--- config.mk ---
export PLATFORM = sky130hd
export DESIGN_NAME = phy_mgmt_sched
export DESIGN_NICKNAME = d
export VERILOG_FILES = /design/src/rtl/phy_mgmt_sched.sv
export SDC_FILE = /design/constraint.sdc
export NUM_CORES = 1
export LEC_CHECK = 0
export BUFFER_PORTS_ARGS = -buffer_cell sky130_fd_sc_hd__buf_2
export CORE_MARGIN = 5
export CORE_UTILIZATION = 45
export DETAILED_ROUTE_END_ITERATION = 6
export GPL_TIMING_DRIVEN = 0
export PLACE_DENSITY = 0.68
export SLEW_MARGIN = 10
export SYNTH_ARGS = -nofsm -noshare
export SYNTH_HDL_FRONTEND = slang
export SYNTH_SLANG_ARGS = --single-unit
--- constraint.sdc ---
create_clock -name clk -period 5.9 [get_ports clk]
set_clock_uncertainty 0.15 [all_clocks]
set_input_delay 0.885 -clock clk [delete_from_list [all_inputs] [get_ports clk]]
set_output_delay 0.885 -clock clk [all_outputs]
set_load 0.01 [all_outputs]
--- src/rtl/phy_mgmt_sched.sv ---
// -----------------------------------------------------------------------------
// phy_mgmt_sched
//
// Purpose:
//   Brings up four PHYs that share one hardware reset and one MDIO engine.
//   The sequence is:
//     1. Hold the PHY reset low.
//     2. Wait for the PHYs to settle.
//     3. Write the configuration register of each PHY in turn.
//     4. Poll the status register of each PHY round-robin, forever.
//   Each poll updates the per-port link status.
//   Every MDIO transaction is guarded by a timeout. A timed-out transaction
//   sets a sticky error flag and the sequence advances anyway.
//
// Ports:
//   clk         in   1   sole clock
//   rst_n       in   1   asynchronous active-low reset
//   restart     in   1   single-cycle pulse: re-run the whole sequence
//   phy_rst_n   out  1   shared PHY hardware reset, active low
//   mdio_req    out  1   transaction request to the MDIO engine
//   mdio_rd     out  1   1 = read, 0 = write
//   mdio_phy    out  5   PHY address
//   mdio_reg    out  5   register address
//   mdio_wdata  out  16  write data
//   mdio_ack    in   1   single-cycle completion pulse from the engine
//   mdio_rdata  in   16  read data, valid with mdio_ack
//   link_up     out  4   per-port link status
//   cfg_done    out  1   all four configuration writes completed
//   err         out  1   sticky: at least one transaction timed out
// -----------------------------------------------------------------------------
module phy_mgmt_sched #(
   parameter int unsigned RST_HOLD_CYC  = 1250000,
   parameter int unsigned RST_WAIT_CYC  = 625000,
   parameter int unsigned POLL_GAP_CYC  = 12500,
   parameter int unsigned TIMEOUT_CYC   = 65535,
   parameter logic [4:0]  PHY_ADDR_BASE = 5'd0,
   parameter logic [4:0]  CFG_REG       = 5'd20,
   parameter logic [15:0] CFG_DATA      = 16'h0CE2,
   parameter logic [4:0]  STAT_REG      = 5'd1,
   parameter int unsigned LINK_BIT      = 2
) (
   input  logic        clk,
   input  logic        rst_n,
   input  logic        restart,
   output logic        phy_rst_n,
   output logic        mdio_req,
   output logic        mdio_rd,
   output logic [4:0]  mdio_phy,
   output logic [4:0]  mdio_reg,
   output logic [15:0] mdio_wdata,
   input  logic        mdio_ack,
   input  logic [15:0] mdio_rdata,
   output logic [3:0]  link_up,
   output logic        cfg_done,
   output logic        err
);

   // One shared counter serves every phase, so it is sized for the largest phase.
   localparam int unsigned MAX_HW  = (RST_HOLD_CYC > RST_WAIT_CYC) ? RST_HOLD_CYC : RST_WAIT_CYC;
   localparam int unsigned MAX_GT  = (POLL_GAP_CYC > TIMEOUT_CYC) ? POLL_GAP_CYC : TIMEOUT_CYC;
   localparam int unsigned MAX_CYC = (MAX_HW > MAX_GT) ? MAX_HW : MAX_GT;
   localparam int unsigned CNT_W   = $clog2(MAX_CYC + 1);

   // Terminal counts: a phase lasting N cycles ends when the counter shows N-1.
   localparam logic [CNT_W-1:0] HOLD_LAST = CNT_W'(RST_HOLD_CYC - 1);
   localparam logic [CNT_W-1:0] WAIT_LAST = CNT_W'(RST_WAIT_CYC - 1);
   localparam logic [CNT_W-1:0] GAP_LAST  = CNT_W'(POLL_GAP_CYC - 1);
   localparam logic [CNT_W-1:0] TMO_LAST  = CNT_W'(TIMEOUT_CYC - 1);

   localparam logic [15:0] LINK_MASK = 16'd1 << LINK_BIT;

   typedef enum logic [2:0] {
      StRstHold,
      StRstWait,
      StCfg,
      StPollGap,
      StPoll
   } state_e;

   state_e           r_state;
   logic [CNT_W-1:0] r_cnt;
   logic [1:0]       r_port;
   logic             r_phy_rst_n;
   logic             r_mdio_req;
   logic             r_mdio_rd;
   logic [4:0]       r_mdio_phy;
   logic [4:0]       r_mdio_reg;
   logic [15:0]      r_mdio_wdata;
   logic [3:0]       r_link_up;
   logic             r_cfg_done;
   logic             r_err;

   logic [4:0]       w_phy_addr;
   logic             w_link_bit;
   logic             w_tmo;

   // Adding into a 5-bit result gives the required modulo-32 wrap.
   assign w_phy_addr = PHY_ADDR_BASE + {3'b000, r_port};
   // Masking rather than indexing keeps the whole read-data bus in use.
   assign w_link_bit = |(mdio_rdata & LINK_MASK);
   // Only meaningful while a request is outstanding; the counter restarts at each issue.
   assign w_tmo      = (r_cnt == TMO_LAST);

   always_ff @(posedge clk or negedge rst_n) begin
      if (!rst_n) begin
         r_state      <= StRstHold;
         r_cnt        <= '0;
         r_port       <= '0;
         r_phy_rst_n  <= 1'b0;
         r_mdio_req   <= 1'b0;
         r_mdio_rd    <= 1'b0;
         r_mdio_phy   <= '0;
         r_mdio_reg   <= '0;
         r_mdio_wdata <= '0;
         r_link_up    <= '0;
         r_cfg_done   <= 1'b0;
         r_err        <= 1'b0;
      end else if (restart) begin
         // Abandon everything except the sticky error.
         // Acks that arrive later are ignored because no request is outstanding.
         r_state      <= StRstHold;
         r_cnt        <= '0;
         r_port       <= '0;
         r_phy_rst_n  <= 1'b0;
         r_mdio_req   <= 1'b0;
         r_mdio_rd    <= 1'b0;
         r_mdio_phy   <= '0;
         r_mdio_reg   <= '0;
         r_mdio_wdata <= '0;
         r_link_up    <= '0;
         r_cfg_done   <= 1'b0;
      end else begin
         case (r_state)
            StRstHold: begin
               if (r_cnt == HOLD_LAST) begin
                  r_state     <= StRstWait;
                  r_cnt       <= '0;
                  r_phy_rst_n <= 1'b1;
               end else begin
                  r_cnt <= r_cnt + 1'b1;
               end
            end

            StRstWait: begin
               if (r_cnt == WAIT_LAST) begin
                  r_state <= StCfg;
                  r_cnt   <= '0;
                  r_port  <= '0;
               end else begin
                  r_cnt <= r_cnt + 1'b1;
               end
            end

            StCfg: begin
               if (!r_mdio_req) begin
                  // Request idle: issue the write.
                  // Each completion drops req for a cycle first, which guarantees a gap.
                  r_mdio_req   <= 1'b1;
                  r_mdio_rd    <= 1'b0;
                  r_mdio_phy   <= w_phy_addr;
                  r_mdio_reg   <= CFG_REG;
                  r_mdio_wdata <= CFG_DATA;
                  r_cnt        <= '0;
               end else if (mdio_ack || w_tmo) begin
                  // Ack takes priority over a simultaneous timeout.
                  r_mdio_req <= 1'b0;
                  if (!mdio_ack) begin
                     r_err <= 1'b1;
                  end
                  if (r_port == 2'd3) begin
                     r_cfg_done <= 1'b1;
                     r_port     <= '0;
                     r_state    <= StPollGap;
                     r_cnt      <= '0;
                  end else begin
                     r_port <= r_port + 2'd1;
                  end
               end else begin
                  r_cnt <= r_cnt + 1'b1;
               end
            end

            StPollGap: begin
               if (r_cnt == GAP_LAST) begin
                  r_state <= StPoll;
                  r_cnt   <= '0;
               end else begin
                  r_cnt <= r_cnt + 1'b1;
               end
            end

            StPoll: begin
               if (!r_mdio_req) begin
                  r_mdio_req   <= 1'b1;
                  r_mdio_rd    <= 1'b1;
                  r_mdio_phy   <= w_phy_addr;
                  r_mdio_reg   <= STAT_REG;
                  r_mdio_wdata <= '0;
                  r_cnt        <= '0;
               end else if (mdio_ack || w_tmo) begin
                  // A timed-out poll reports the link as down.
                  r_mdio_req        <= 1'b0;
                  r_link_up[r_port] <= mdio_ack ? w_link_bit : 1'b0;
                  if (!mdio_ack) begin
                     r_err <= 1'b1;
                  end
                  r_port  <= r_port + 2'd1;
                  r_state <= StPollGap;
                  r_cnt   <= '0;
               end else begin
                  r_cnt <= r_cnt + 1'b1;
               end
            end

            default: begin
               r_state     <= StRstHold;
               r_cnt       <= '0;
               r_port      <= '0;
               r_phy_rst_n <= 1'b0;
               r_mdio_req  <= 1'b0;
            end
         endcase
      end
   end

   assign phy_rst_n  = r_phy_rst_n;
   assign mdio_req   = r_mdio_req;
   assign mdio_rd    = r_mdio_rd;
   assign mdio_phy   = r_mdio_phy;
   assign mdio_reg   = r_mdio_reg;
   assign mdio_wdata = r_mdio_wdata;
   assign link_up    = r_link_up;
   assign cfg_done   = r_cfg_done;
   assign err        = r_err;

endmodule

* Word level (Yosys, flattened, before mapping)
Cells that the tools add are included.
** Word-level totals
- Output and inout bits :: 35
- Flip-flop bits (word level) :: 61
- Logic and storage cells :: 127
** Cells by class
- Reduce and logical (&&, ||, !) cells :: 22
- Order comparisons :: 2
- Multiplexer cells :: 63
- Bitwise logic cells :: 2
- Equality and inequality tests :: 24
- Add/sub/neg operators :: 2
** Operator list (count)
- two-way mux 21 bit :: 9
- one-hot mux 21 bit (5 select lines) :: 1
- two-way mux 16 bit :: 3
- one-hot mux 16 bit (2 select lines) :: 1
- two-way mux 5 bit :: 6
- inequality test 3 bit (second input constant) :: 10
- two-way mux 3 bit :: 9
- adder 21 x 1 -> 21 bit (second input constant) :: 1
- equality test 21 x 14 -> 1 bit (second input constant) :: 1
- equality test 21 x 16 -> 1 bit (second input constant) :: 1
- equality test 21 x 20 -> 1 bit (second input constant) :: 1
- equality test 21 bit (second input constant) :: 1
- two-way mux 4 bit :: 4
- two-way mux 1 bit :: 15
- one-hot mux 3 bit (5 select lines) :: 1
- two-way mux 2 bit :: 7
- nonzero test 2 bit :: 6
- one-hot mux 5 bit (2 select lines) :: 1
- one-hot mux 2 bit (4 select lines) :: 1
- AND reduction 8 bit :: 1
- equality test 3 x 2 -> 1 bit (second input constant) :: 2
- inequality test 2 x 1 -> 1 bit (second input constant) :: 3
- one-hot mux 1 bit (2 select lines) :: 3
- AND reduction 3 bit :: 2
- 22 further kinds :: 25

* Logic depth before layout (Yosys ltp)
- Depth after elaboration :: 9
- Gate-level depth with buffers :: 9
- Gate-level depth less buffers :: 7

* Least setup slack after synthesis
No wires, ideal clock.
- Path type :: register to register
- From :: reg r_cnt[0]
- To :: reg r_cnt[16]
- Period minus slack after synthesis :: 2.913 ns
- Slack :: 2.987 ns
- Path buffers :: 1
- Cell stages (with the launch flop) :: 8
- Data required time :: 5.624 ns
- Data arrival time :: 2.637 ns
- Cell sequence :: dfrtp_1 > ha_1 > or3b_1 > or4_4 > o31a_1 > o41a_1 > buf_6 > a221o_1
** On the way
- Longest elaborated chain between the ends :: 6
- Elaborated cells between the ends (all ways) :: 16
- Those cells by class :: add/sub: 1; eq/ne: 5; mux: 9; reduce/logical: 1
** RTL lines
- start, declared :: RTL line 81 : logic [CNT_W-1:0] r_cnt;
- start signal, assigned :: RTL line 140 : r_cnt <= r_cnt + 1'b1;
- start signal, assigned :: RTL line 150 : r_cnt <= r_cnt + 1'b1;
- start signal, assigned :: RTL line 179 : r_cnt <= r_cnt + 1'b1;
- parallel branches: the longest is 6 deep, another holds adder 21 x 1 -> 21 bit
Several ways; the timed one is not identified.
A chain may end at the register's enable or synchronous reset.

* Worst setup path in the final report
- From :: reg r_cnt[0]
- To :: reg r_cnt[11]
Same word-level chain as after synthesis.

==> impl_results.md <==
- Status: completed
- Count of flip-flops with a built-in enable after synthesis: 0
- Area share of the leading cell type in the synthesized netlist: 0.381
- # fillers: roughly 500
- CTS Buf Count: 5
- Vias in the first global route: 2159
- Share of flip-flops with an asynchronous set or reset after synthesis: 1.00
- Top-count cell post-synth: sky130_fd_sc_hd__dfrtp_1
- Vias after detailed routing: 2202
- Netlist area before placement: 0.00250 sq mm
- Largest Register: r_cnt
- Number of gates given a new drive strength after cts: 0
- Final count of negative-setup-slack endpoints: 0
- Area of the die: ~0.007 sq mm
- Worst setup slack after layout: 2630 ps
- Wire length per cell: 14.7 um
- Core footprint: 0.00544 sq mm
- Number of post-CTS setup repair buffers: 0
- Remaining Overflow, GRT: 0
- Setup TNS: 0 ps
- Routed Antenna Nets: 0
- Type of the worst min-delay path: reg -> reg
- Path type of the worst setup path: reg -> reg
- Crit path required time: 5940 ps
- RSZ-0062 raised after global routing: false
- Flops & latches, synth: 38
- WP data arrival: 3310 ps
- Register area share after synthesis: 0.381
- Leakage power figure: around 1.4 nW
- Finished Core Util: 0.532
- Minimum period implied by the final worst setup slack: between 3000 and 4000 ps
- DIE WIDTH: approximately 85 um
- Number of flip-flops under the largest register name: 21
- Setup crit end kind: flop
- Number of nets in the layout: about 360
- Final critical-path share of the clock period: 0.554
- Initial Util: 0.459
- Maximum root-to-sink buffer count: 2
- Warning count from the yosys run: 0
- Predominant post-synthesis flop cell: sky130_fd_sc_hd__dfrtp_1
- Ratio of cells with drive above 1 in the final layout: 0.208
- Detailed Route Iter0 Violations: 98
- Slew Limit Fails: 0
- Routed WL: 5.95 mm
- Remaining design rule violation count: 0
- Synth cell count leaders: sky130_fd_sc_hd__dfrtp_1, sky130_fd_sc_hd__nand2_1, sky130_fd_sc_hd__buf_4
- Final hold violation count: 0
- Power Density: 255 mW/mm^2
- Vertical die dimension: 84.5 um
- Global placement routability congestion: 0.940
- Max Fanout on Critical Path: 10
- Startpoint kind of the worst setup timing path: flop
- CTS HTree Levels: 2
- Maximum number of pins on one net before global-route repair: 39
- CTS tree: built
- Pin slew with the least headroom to its limit: 888 ps
- Total of max-cap violations: 0
- Timing-limited maximum frequency: 306 MHz
- Antenna diode count: 0
- Antenna violations before repair: 0
- Placed wire-length estimate: 4.32 mm
- Later-pin clock latency in the skew report: between 200 and 300 ps
- Clk root buf: sky130_fd_sc_hd__clkbuf_8
- DRT Pass-1 Iters: 4
- Top cell type by total area after synthesis: sky130_fd_sc_hd__dfrtp_1
- Top Ports: 55
- Cell types with the largest area share after synthesis: sky130_fd_sc_hd__dfrtp_1, sky130_fd_sc_hd__buf_4, sky130_fd_sc_hd__nand3_1
- Global-route wire length before repair: 10.1 mm
- Post-synth cell types: 56
- Synth Area per Inst: between 8 and 9 sq um
- Largest vdd supply drop: between 0.15 and 0.2 mV
- Clk sinks: 38
- Drt via density: 5.45
- Total routing resource utilization after global routing: 0.172
- Post-placement setup slack: 2650 ps
- Area growth syn-to-layout: 15.8%
- Cell count after synthesis: 287
- Clock-pin transition on the worst setup and hold timing paths: 80 ps
- Max-slew headroom: 0.408
- Input/output buffers: 23
- Site Rows: 27
- Number of hold-repair buffers added at the cts stage: 0
metal layers:
| metal | wire length [um] | GRT usage | share of wire |
|---|---|---|---|
| met1 | 2600 | 0.229 | 0.44 |
| met2 | 2810 | 0.275 | 0.47 |
| met3 | 450 | 0.0393 | 0.076 |
| met4 | 78 | 0.0561 | 0.013 |
| met5 | 0 | 0 | 0 |
kinds of logic after synthesis:
logic type,after synthesis,share of synthesized area
buf+inv,49,0.124
xor+xnor,3,0.0105
flops,38,0.381
simple gates,124,0.257
compound gates,57,0.160
mux,9,0.0361
fa+ha+maj,6,0.0300
other cells,1,0.00150
report_power, final:
group          switching [mW]  leakage (nW)  total [mW]  internal, mW
sequential             0.0165         0.528       0.289         0.273
clock                   0.100        0.0683       0.269         0.169
combinational           0.104         0.770       0.181        0.0767
layout by cell type, fill, tap and decap left out, types with 4 or more instances in the layout:
| cell | count |
|---|---|
| sky130_fd_sc_hd__clkbuf_1 | 6 |
| sky130_fd_sc_hd__nor4_1 | 5 |
| sky130_fd_sc_hd__nand3_1 | 23 |
| sky130_fd_sc_hd__nor2_1 | 22 |
| sky130_fd_sc_hd__a21oi_1 | 13 |
| sky130_fd_sc_hd__nand2_1 | 30 |
| sky130_fd_sc_hd__ha_1 | 6 |
| sky130_fd_sc_hd__nand4_1 | 5 |
| sky130_fd_sc_hd__nor3_1 | 9 |
| sky130_fd_sc_hd__buf_4 | 24 |
| sky130_fd_sc_hd__dfrtp_1 | 38 |
| sky130_fd_sc_hd__clkbuf_8 | 5 |
| sky130_fd_sc_hd__inv_1 | 11 |
| sky130_fd_sc_hd__nand2b_1 | 4 |
| sky130_fd_sc_hd__conb_1 | 15 |
| sky130_fd_sc_hd__o21ai_0 | 15 |
| sky130_fd_sc_hd__o311ai_1 | 5 |
| sky130_fd_sc_hd__buf_2 | 24 |
| sky130_fd_sc_hd__mux2i_1 | 9 |
critical path, stage by stage (launching register included):
cell	delay (ps)
sky130_fd_sc_hd__dfrtp_1	430
sky130_fd_sc_hd__ha_1	250
sky130_fd_sc_hd__or3b_1	390
sky130_fd_sc_hd__or4_4	500
sky130_fd_sc_hd__o31a_1	360
sky130_fd_sc_hd__o41ai_2	440
sky130_fd_sc_hd__buf_4	250
sky130_fd_sc_hd__buf_6	170
sky130_fd_sc_hd__nor3b_1	60
sky130_fd_sc_hd__a21o_1	150
worst paths after layout:
path | depth (start not counted) | startpoint | end | slack [ps]
max | 9 | r_cnt[0] | r_cnt[11] | 2630
min | 1 | err | err | 320
max reg2reg | 9 | r_cnt[0] | r_cnt[11] | 2630
min reg2reg | 1 | err | err | 320
max in group asynchronous | 1 | rst_n | r_cnt[8] | 4500
min in group asynchronous | 1 | rst_n | err | 560
area by class of cell:
| cell class | count | area (sq um) | area share |
|---|---|---|---|
| well taps | 72 | 90.1 | 0.0311 |
| plain buffers | 38 | 268 | 0.0925 |
| clock inverters | 3 | 68.8 | 0.0238 |
| inverters | 11 | 41.3 | 0.0143 |
| repair buffers | 23 | 115 | 0.0398 |
| flip-flops and latches | 38 | 951 | 0.329 |
| multi-input cells | 214 | 1290 | 0.446 |
| clock buffers | 5 | 68.8 | 0.0238 |
through the flow:
step | total power, mW | instances | hold slack [ps] | cell area [sq um]
floorplan | 0.424 | 301 | 353 | 2550
detailed placement | 0.474 | 396 | 307 | 2760
CTS | 0.745 | 404 | 326 | 2890
global route | 0.781 | 404 | 346 | 2890
global placement | 0.471 | 396 | 295 | 2760
finish | 0.739 | 404 | 324 | 2890
Power figures use the tool's default switching activity.
